$ cat src/rtl/aesl_deadlock_trace_unit.sv
// Deadlock trace unit: confirms a persistent blocked vector, then walks each blocked circle and
// queues one trace record per hop. Record timestamps are enabled by AESL_DL_TIMESTAMP_EN.
module aesl_deadlock_trace_unit #(
    parameter int unsigned PROC_NUM    = 4,
    parameter int unsigned CONFIRM_CYC = 16,
    parameter int unsigned FIFO_DEPTH  = 8,
    parameter int unsigned TS_W        = 32
) (
    input  logic                clock,
    input  logic                reset,
    input  logic [PROC_NUM-1:0] dl_in_vec,
    output logic                dl_detect_out,
    output logic [PROC_NUM-1:0] origin,
    output logic                token_clear,
    output logic                rec_valid,
    input  logic                rec_ready,
    output logic [PROC_NUM-1:0] rec_proc,
    output logic [7:0]          rec_circle,
    output logic                rec_first,
    output logic                rec_last,
    output logic [TS_W-1:0]     rec_ts,
    output logic                rec_overflow,
    output logic                report_done
);

    localparam int unsigned CntW = $clog2(CONFIRM_CYC + 1);
    localparam int unsigned PtrW = $clog2(FIFO_DEPTH);

    typedef enum logic [2:0] {StIdle, StConfirm, StDetected, StReport, StDone} state_e;

    typedef struct packed {
        logic [PROC_NUM-1:0] proc;
        logic [7:0]          circle;
        logic                first;
        logic                last;
`ifdef AESL_DL_TIMESTAMP_EN
        logic [TS_W-1:0]     ts;
`endif
    } rec_t;

    state_e              state_q;
    logic [CntW-1:0]     cnt_q;
    logic [PROC_NUM-1:0] acc_q, detect_reg, done_reg, origin_reg, last_vec;
    logic [7:0]          circle_id;
    logic                report_done_q;
    logic [PROC_NUM-1:0] pending;
    logic                push;
    rec_t                push_rec;

    function automatic logic [PROC_NUM-1:0] lowest_bit(input logic [PROC_NUM-1:0] v);
        return v & (~v + PROC_NUM'(1));
    endfunction

`ifdef AESL_DL_TIMESTAMP_EN
    logic [TS_W-1:0] ts_q;

    always_ff @(posedge clock or negedge reset) begin
        if (!reset) ts_q <= '0;
        else        ts_q <= ts_q + TS_W'(1);
    end
`endif

    assign pending = detect_reg & ~done_reg;

    always_comb begin
        origin          = '0;
        token_clear     = 1'b0;
        push            = 1'b0;
        push_rec        = '0;
        push_rec.circle = circle_id;
`ifdef AESL_DL_TIMESTAMP_EN
        push_rec.ts     = ts_q;
`endif
        case (state_q)
            StDetected: begin
                if (pending != '0) begin
                    origin         = lowest_bit(pending);
                    push           = 1'b1;
                    push_rec.proc  = lowest_bit(pending);
                    push_rec.first = 1'b1;
                end
            end
            StReport: begin
                if ((dl_in_vec & origin_reg) != '0) begin
                    token_clear   = 1'b1;
                    push          = 1'b1;
                    push_rec.proc = origin_reg;
                    push_rec.last = 1'b1;
                end else if (dl_in_vec != '0 && dl_in_vec != last_vec) begin
                    push          = 1'b1;
                    push_rec.proc = lowest_bit(dl_in_vec);
                end
            end
            default: ;
        endcase
    end

    always_ff @(posedge clock or negedge reset) begin
        if (!reset) begin
            state_q       <= StIdle;
            cnt_q         <= '0;
            acc_q         <= '0;
            detect_reg    <= '0;
            done_reg      <= '0;
            origin_reg    <= '0;
            last_vec      <= '0;
            circle_id     <= 8'd1;
            report_done_q <= 1'b0;
        end else begin
            case (state_q)
                StIdle: begin
                    if (dl_in_vec != '0) begin
                        state_q <= StConfirm;
                        cnt_q   <= CntW'(1);
                        acc_q   <= dl_in_vec;
                    end
                end
                StConfirm: begin
                    if (dl_in_vec == '0) begin
                        state_q <= StIdle;
                        cnt_q   <= '0;
                        acc_q   <= '0;
                    end else if (32'(cnt_q) + 32'd1 >= 32'(CONFIRM_CYC)) begin
                        detect_reg <= acc_q | dl_in_vec;
                        state_q    <= StDetected;
                    end else begin
                        acc_q <= acc_q | dl_in_vec;
                        cnt_q <= cnt_q + CntW'(1);
                    end
                end
                StDetected: begin
                    if (pending == '0) begin
                        state_q       <= StDone;
                        report_done_q <= 1'b1;
                    end else begin
                        origin_reg <= origin;
                        last_vec   <= origin;
                        state_q    <= StReport;
                    end
                end
                StReport: begin
                    // Only processes inside the detected set can retire a future origin.
                    done_reg <= done_reg | (dl_in_vec & detect_reg);
                    if (token_clear) begin
                        if (circle_id != 8'd255) circle_id <= circle_id + 8'd1;
                        state_q <= StDetected;
                    end else begin
                        last_vec <= dl_in_vec;
                    end
                end
                default: ;
            endcase
        end
    end

    assign dl_detect_out = |detect_reg;
    assign report_done   = report_done_q;

    rec_t            mem [FIFO_DEPTH];
    rec_t            head;
    logic [PtrW-1:0] wr_ptr, rd_ptr;
    logic [PtrW:0]   count;
    logic            full, pop, wr_en;

    assign full      = count == (PtrW + 1)'(FIFO_DEPTH);
    assign rec_valid = count != '0;
    assign pop       = rec_valid & rec_ready;
    // A full FIFO still takes the push when the head leaves in the same cycle.
    assign wr_en     = push & (~full | pop);

    always_ff @(posedge clock) begin
        if (wr_en) mem[wr_ptr] <= push_rec;
    end

    always_ff @(posedge clock or negedge reset) begin
        if (!reset) begin
            wr_ptr       <= '0;
            rd_ptr       <= '0;
            count        <= '0;
            rec_overflow <= 1'b0;
        end else begin
            if (wr_en) wr_ptr <= wr_ptr + PtrW'(1);
            if (pop)   rd_ptr <= rd_ptr + PtrW'(1);
            count <= count + {{PtrW{1'b0}}, wr_en} - {{PtrW{1'b0}}, pop};
            if (push && !wr_en) rec_overflow <= 1'b1;
        end
    end

    assign head       = mem[rd_ptr];
    assign rec_proc   = rec_valid ? head.proc   : '0;
    assign rec_circle = rec_valid ? head.circle : '0;
    assign rec_first  = rec_valid ? head.first  : 1'b0;
    assign rec_last   = rec_valid ? head.last   : 1'b0;
`ifdef AESL_DL_TIMESTAMP_EN
    assign rec_ts     = rec_valid ? head.ts     : '0;
`else
    assign rec_ts     = '0;
`endif

endmodule

$ cat config.mk
export PLATFORM = sky130hd
export DESIGN_NAME = aesl_deadlock_trace_unit
export DESIGN_NICKNAME = d
export VERILOG_FILES = /design/src/rtl/aesl_deadlock_trace_unit.sv
export SDC_FILE = /design/constraint.sdc
export NUM_CORES = 1
export LEC_CHECK = 0
export ABC_AREA = 1
export BUFFER_PORTS_ARGS = -buffer_cell sky130_fd_sc_hd__buf_2
export CORE_MARGIN = 4
export CORE_UTILIZATION = 54
export CTS_CLUSTER_DIAMETER = 150
export CTS_CLUSTER_SIZE = 20
export DETAILED_ROUTE_END_ITERATION = 10
export PLACE_DENSITY = 0.76
export SLEW_MARGIN = 20
export SYNTH_ARGS = -nofsm -noshare
export SYNTH_HDL_FRONTEND = slang
export SYNTH_SLANG_ARGS = --single-unit
$ cat constraint.sdc
create_clock -name clock -period 2.1 [get_ports clock]
set_input_delay 0.105 -clock clock [delete_from_list [all_inputs] [get_ports clock]]
set_output_delay 0.105 -clock clock [all_outputs]
set_load 0.05 [all_outputs]
==> qor.txt, run 1 <==
Max-slew violations: 0
Max Clock Skew: 0.00938 ns
Synth warn: 0
VDD IR-drop max: 0.673 mV
DRT Pass-1 Iters: 5
Vias in the first global route: 5062
Max Root-Sink Buffers: 2
Worst hold slack: 0.0178 ns
Slowest cell delay on critical path: 0.48 ns
Setup TNS: 0 ns
Routed vias/inst: 5.48
Period utilization: 97.7%
Post-synthesis mux area share: 1.87%
EDFF count, synth: 112
CP Buf/Inv Count: 3
Worst-margin pin slew: 0.602 ns
Mapped Cells: 701
First-pass GRT wire length: 26.1 mm
RSZ-0062 raised after global routing: true
Simple logic cell fraction of the synthesized area: 17.1%
Clock slew at reported path FFs: 0.07 ns
Crit path time final: 2.05 ns
ANT nets after route: 0
Async set-reset flop share out of synthesis: 30.0%
Fillers: 937
Area Growth Syn to Fin: 18.7%
GRT Total Usage: 21.1%
Detailed-route via count: 5239
Post-Syn Area: 7480 sq um
Clock Sinks: 160
Root Buffer: clkbuf_16
Nets: 784
Die area: 15800 sq um
Number of H-tree levels: 4
# Max-Cap Violations: 0
Largest net degree at the start of global routing: 59
Drt drc: 0
Max-Slew Margin vs Limit: 59.8%
Register area share after synthesis: 61.0%
Diodes inserted: 0
Core area: 13400 sq um
Detail Placement HPWL: 10.2 mm
CTS tree: yes
Die extent in y: 126 um
Iter 0 DRT Violations: 517
Main synth FF type: edfxtp_1
Post-synth cell types: 41
Area leader, netlist: edfxtp_1
Worst Path Max Fanout: 9
Largest registers: mem x112, circle_id x8, cnt_q x5
Pwr dens: 1350 nW/um^2
Critical path arrival: 1.95 ns
Synth top area cells: edfxtp_1 (45%), dfrtp_1 (16%), o21ai_0 (5.6%)
Post-Synth XOR/XNOR Area: 1.29%
Layout cells sized above 1: 22.8%
I/O pin count: 62
RePlAce Congestion: 0.895
Count of final hold-check violations: 0
Run status: finished, final reports clean
Max FFs per register: 112
Highest clock rate: 0.487 GHz
Startpoint types: flip-flop
Clock latency on the worst-skew pair: 0.43 ns
Main combinational cell family by area after synthesis: simple AND/OR/NAND/NOR gates
Initial antenna violation count: 0
HP Class: input port to flip-flop
Initial Utilization: 55.8%
Adder-cell share of the synthesized area: 1.77%
Synth top area share: 45.0%
I/O Buffers: 29
Final Setup Violations: 0
TritonCTS buffer count: 17
Die width: 126 um
CP Capture Type: output port
WS Path Type: flip-flop to output port
Avg WL per Cell: 17.3 um
Core Rows: 42
Top Family by Delay on Critical Path: flip-flops
CP Cell Sequence: buf_8 -> buf_12 -> nor2_1 -> nor2_1 -> o21ai_0 -> o21ai_1 -> o21ai_1 -> nor2_2 -> buf_6
Slowest stage cell, crit path: dfrtp_2
Leakage: 3.59 nW
CP required: 2.00 ns
Final core area utilization: 66.3%
Reg with most FFs: mem
Yosys reg bits: 160
Compound-Gate Fraction of Synth Area: 9.23%
Total global routing overflow: 0
Drt total wl: 16.5 mm
Syn_area_per_cell: 10.7 sq um
## repair_timing
item                                    4_1_cts  5_1_grt
cloned                                        1        2
hold buffers                                  1        0
setup buffers                                 3        6
hold endpoints to repair                     20        0
endpoints found under the setup margin       14       22
gates resized for setup                      23       61
pin swaps                                     1        9
## where the power goes
group | switching, mW | internal [mW] | total, mW
combinational | 3.24 | 1.81 | 5.05
clock | 1.29 | 1.77 | 3.06
sequential | 0.252 | 3.60 | 3.85
total | 4.78 | 7.18 | 12.0
## per-stage QoR
step	cell area [sq um]	setup WS (ns)	power [mW]	instances
floorplan	7630	0.0143	7.19	732
global placement	7980	0.112	7.94	911
detailed placement	7980	0.0360	8.12	911
CTS	8680	-0.00825	11.5	948
global route	8880	-0.0631	12.6	956
finish	8880	0.0483	12.0	956
## worst min-delay path, delay by kind of cell
kind / cells / cell delay (ns)
and+or+nand+nor: 1 / 0.12
xor gates and xnor gates: 1 / 0.08
buffers and inverters: 1 / 0.11
## placed cells by master (no fill, tap or decap), types with 3 or more instances in the layout
cell type   netlist  layout
dfrtp_1          47      46
nor2_2           11      29
a21oi_1           3       3
buf_6             1      13
nand2_4           3       3
inv_6             0       3
clkinvlp_4        0       4
nand3_4           3       4
nand3_2           4       4
nand4_1           5       5
buf_4            32      25
nor3_1            5       4
nand3_1          18      17
nand2_1          98      96
buf_12            1      12
ha_1              9       9
o21ai_2           9       9
o22ai_1          14      14
edfxtp_1        112     112
nor2_1          106      87
o21ai_1          11      36
a31oi_1           3       3
buf_2             5      15
mux2i_1          14      14
xor2_1           10      10
nand2_2           3       5
conb_1            1      32
clkbuf_16         0      19
inv_1            50      47
nor2_4            5       6
inv_2             6       8
o21ai_0          84      59
## kinds of logic after synthesis
family	after synthesis
AOI/OAI and AO/OA	126
xor gates and xnor gates	11
adders and majority gates	10
buffers and inverters	111
DFF	160
muxes	14
other	1
and+or+nand+nor	268
## cell usage after synthesis (all sizes together) (10+ instances only)
master	n
nor2	124
edfxtp	112
nand2	106
o21ai	104
inv	56
dfrtp	47
buf	43
nand3	25
mux2i	14
o22ai	14
clkbuf	11
xor2	10
## layout make-up
class                      count  area [sq um]  share of cell area [%]
clock inverter                14           156                    1.76
timing repair buffer          70           752                    8.47
tap                          176           220                    2.48
clock buffer                  18           429                    4.83
sequential                   160          4570                    51.4
multi-input combinational    461          2540                    28.6
inverter                      57           218                    2.45
## path summary, 6_finish.rpt
check,start,endpoint,slack [ns],depth (start not counted)
setup / recovery,rd_ptr[0]$_DFFE_PN0P_,rec_circle[6],0.05,9
setup reg to reg,origin_reg[3]$_DFFE_PN0P_,count[2]$_DFF_PN0_,0.09,11
hold reg to reg,report_done$_DFFE_PN0P_,report_done$_DFFE_PN0P_,0.47,2
hold / removal,rec_ready,rd_ptr[0]$_DFFE_PN0P_,0.02,3
min in group asynchronous,reset,circle_id[6]$_DFFE_PN0P_,0.19,2
max in group asynchronous,reset,report_done$_DFFE_PN0P_,1.26,3
## routing by layer
layer,vias to the layer above,part of all wire (%),GRT usage (%)
met5,-,0,0
met4,0,1.2,6.19
met3,17,7.0,5.29
met2,202,51,36.6
met1,2566,41,26.4
li1,2454,-,-
(Power assumes the default switching activity.)
==> run 2: changes to the inputs <==
--- a/config.mk
+++ b/config.mk
@@ -8,11 +8,11 @@
 export ABC_AREA = 1
 export BUFFER_PORTS_ARGS = -buffer_cell sky130_fd_sc_hd__buf_2
 export CORE_MARGIN = 4
-export CORE_UTILIZATION = 54
+export CORE_UTILIZATION = 56
 export CTS_CLUSTER_DIAMETER = 150
 export CTS_CLUSTER_SIZE = 20
 export DETAILED_ROUTE_END_ITERATION = 10
-export PLACE_DENSITY = 0.76
+export PLACE_DENSITY = 0.75
 export SLEW_MARGIN = 20
 export SYNTH_ARGS = -nofsm -noshare
 export SYNTH_HDL_FRONTEND = slang
==> constraint.sdc (replaced) <==
create_clock -name clock -period 1.95 [get_ports clock]
set_input_delay 0.0975 -clock clock [delete_from_list [all_inputs] [get_ports clock]]
set_output_delay 0.0975 -clock clock [all_outputs]
set_load 0.05 [all_outputs]
==> qor.txt, run 2 (same netlist as run 1, synthesis figures left out) <==
Run status: finished, violations left
Failing checks: setup timing
HP Class: input port to flip-flop
Highest clock rate: 0.498 GHz
DRT Pass-1 Iters: 5 (unchanged)
TritonCTS buffer count: 17 (unchanged)
CP Capture Type: output port
GRT Total Usage: 22.9% (+1.7 points)
Final worst setup slack: -0.0577 ns (-0.106 ns)
Max-slew violations: 0 (unchanged)
I/O Buffers: 29 (unchanged)
Detail Placement HPWL: 10.6 mm (+3.7%)
Most frequent cells in the layout: edfxtp_1 (112), nand2_1 (91), nor2_1 (87)
Diodes inserted: 0 (unchanged)
Slowest cell delay on critical path: 0.37 ns (-0.11 ns)
Max-Slew Margin vs Limit: 58.4% (-1.3 points)
Most common cell on crit path: buf_6
First-pass GRT wire length: 26.0 mm (-0.24%)
Final Setup Violations: 7 (+7)
Period utilization: 103%
Initial antenna violation count: 0 (unchanged)
Most common cell after layout, fill and taps aside: edfxtp_1
ANT nets after route: 0 (unchanged)
Startpoint types: flip-flop
Die extent in y: 124 um (-1.7%)
WS Path Type: flip-flop to output port
Tot Pwr: 13.2 mW (+10%)
Pwr dens: 1430 nW/um^2 (+6.2%)
Dpl ws: -0.0292 ns (-0.0652 ns)
Max Root-Sink Buffers: 2 (unchanged)
Fillers: 864 (-7.8%)
CTS tree: yes
# Max-Cap Violations: 0 (unchanged)
Drt drc: 0 (unchanged)
Iter 0 DRT Violations: 519 (+0.39%)
Drt total wl: 17.0 mm (+3.2%)
Detailed-route via count: 5430 (+3.6%)
Largest net degree at the start of global routing: 59 (unchanged)
Top Family by Delay on Critical Path: buffers and inverters
Core Rows: 41 (-2.4%)
Die width: 124 um (-1.7%)
Worst Path Max Fanout: 9 (unchanged)
RSZ-0062 raised after global routing: true
Largest registers: mem x112, circle_id x8, cnt_q x5
Number of H-tree levels: 4 (unchanged)
Avg WL per Cell: 17.4 um (+0.64%)
CP Buf/Inv Count: 4 (+1)
Final core area utilization: 71.7% (+5.5 points)
I/O pin count: 62 (unchanged)
Die area: 15300 sq um (-3.3%)
Count of final hold-check violations: 0 (unchanged)
Worst-margin pin slew: 0.623 ns (+0.0209 ns)
Root Buffer: clkbuf_16
Nets: 812 (+3.6%)
Max Clock Skew: 0.00534 ns (-0.00404 ns)
Reg with most FFs: mem
Clock Sinks: 160 (unchanged)
Clock latency on the worst-skew pair: 0.43 ns (about the same)
Area Growth Syn to Fin: 23.0%
Critical path arrival: 1.91 ns (-0.04 ns)
Clock slew at reported path FFs: 0.06 ns (about the same)
CP required: 1.85 ns (-0.15 ns)
Leakage: 3.75 nW (+4.4%)
Routed vias/inst: 5.54 (+1.1%)
Core area: 12800 sq um (-4.3%)
Crit path time final: 2.01 ns
Setup TNS: -0.213 ns (-0.213 ns)
Vias in the first global route: 5235 (+3.4%)
Initial Utilization: 58.3% (+2.5 points)
RePlAce Congestion: 0.916 (+2.4%)
Total global routing overflow: 0 (unchanged)
Slowest stage cell, crit path: dfrtp_2
Layout cells sized above 1: 27.2% (+4.4 points)
Final std cell area, no fill: 9200 sq um (+3.6%)
Max FFs per register: 112 (unchanged)
CP Cell Sequence: buf_12 -> buf_8 -> buf_6 -> o21ai_2 -> o22ai_1 -> nor2_1 -> nor2_2 -> buf_6
VDD IR-drop max: 0.693 mV (+2.9%)
Dpl cell area: 8130 sq um (+1.9%)
[run 2: cell types whose count changed in the layout (fill, tap and decap cells not counted), sizes merged]
cell      before  now
buf           67   93
bufinv         2    1
clkinv         4   10
clkinvlp       4    2
clkbuf        20   23
inv           61   57
[run 2: layout make-up]
class                      count  area, sq um  share of cell area (%)
clock buffer                  19          433                    4.71
sequential                   160         4570                    49.7
clock inverter                13          115                    1.25
inverter                      57          225                    2.45
timing repair buffer          98         1000                    10.9
tap                          172          215                    2.34
multi-input combinational    461         2640                    28.7
[run 2: per-layer routing]
metal  up-vias  share of wire [%]  GRT usage (%)
met2       252                 51           39.0
met4         0                2.2           8.51
met1      2626                 38           28.1
li1       2509                  -              -
met5         -                  0              0
met3        43                8.7           6.04
[run 2: final timing paths]
path	startpoint	endpoint	slack [ns]	cells after the start
min in group asynchronous	reset	circle_id[1]$_DFFE_PN0P_	0.21	2
setup reg to reg	done_reg[3]$_DFFE_PN0P_	count[2]$_DFF_PN0_	0.03	13
max in group asynchronous	reset	done_reg[2]$_DFFE_PN0P_	1.09	3
setup / recovery	rd_ptr[0]$_DFFE_PN0P_	rec_last	-0.06	8
hold / removal	rec_ready	rd_ptr[1]$_DFFE_PN0P_	0.01	4
hold reg to reg	done_reg[2]$_DFFE_PN0P_	done_reg[2]$_DFFE_PN0P_	0.46	2
[run 2: worst reg2reg max path: stages, from the launching register on]
cell	delay (ns)
dfrtp_1	0.36
inv_1	0.10
nand2_1	0.08
nand2_2	0.10
nor2_4	0.06
nor2_4	0.13
nor2_4	0.07
nand2_8	0.08
inv_4	0.04
nand2_4	0.06
nand2_2	0.07
ha_4	0.16
fa_2	0.35
xor2_1	0.15
[run 2: where the power goes]
part / switching, mW / leakage, nW / internal, mW
Clock: 1.31 / 0.262 / 1.75
Sequential: 0.253 / 1.54 / 3.89
Combinational: 3.71 / 1.95 / 2.26
Total: 5.27 / 3.75 / 7.89
[run 2: timing repair]
| action | 4_1_cts | 5_1_grt |
|---|---|---|
| cloned | 2 | 4 |
| hold endpoints to repair | 22 | 0 |
| hold buffers | 1 | 0 |
| endpoints found under the setup margin | 19 | 93 |
| setup buffers | 10 | 6 |
| gates resized for setup | 70 | 54 |
| pin swaps | 15 | 37 |
[run 2: through the flow]
step,std cells,hold slack (ns)
final,980,0.0124
after global routing,980,0.0201
after CTS,972,0.0234
after detailed placement,928,0.155
after global placement,928,0.147
after floorplan,732,-0.198
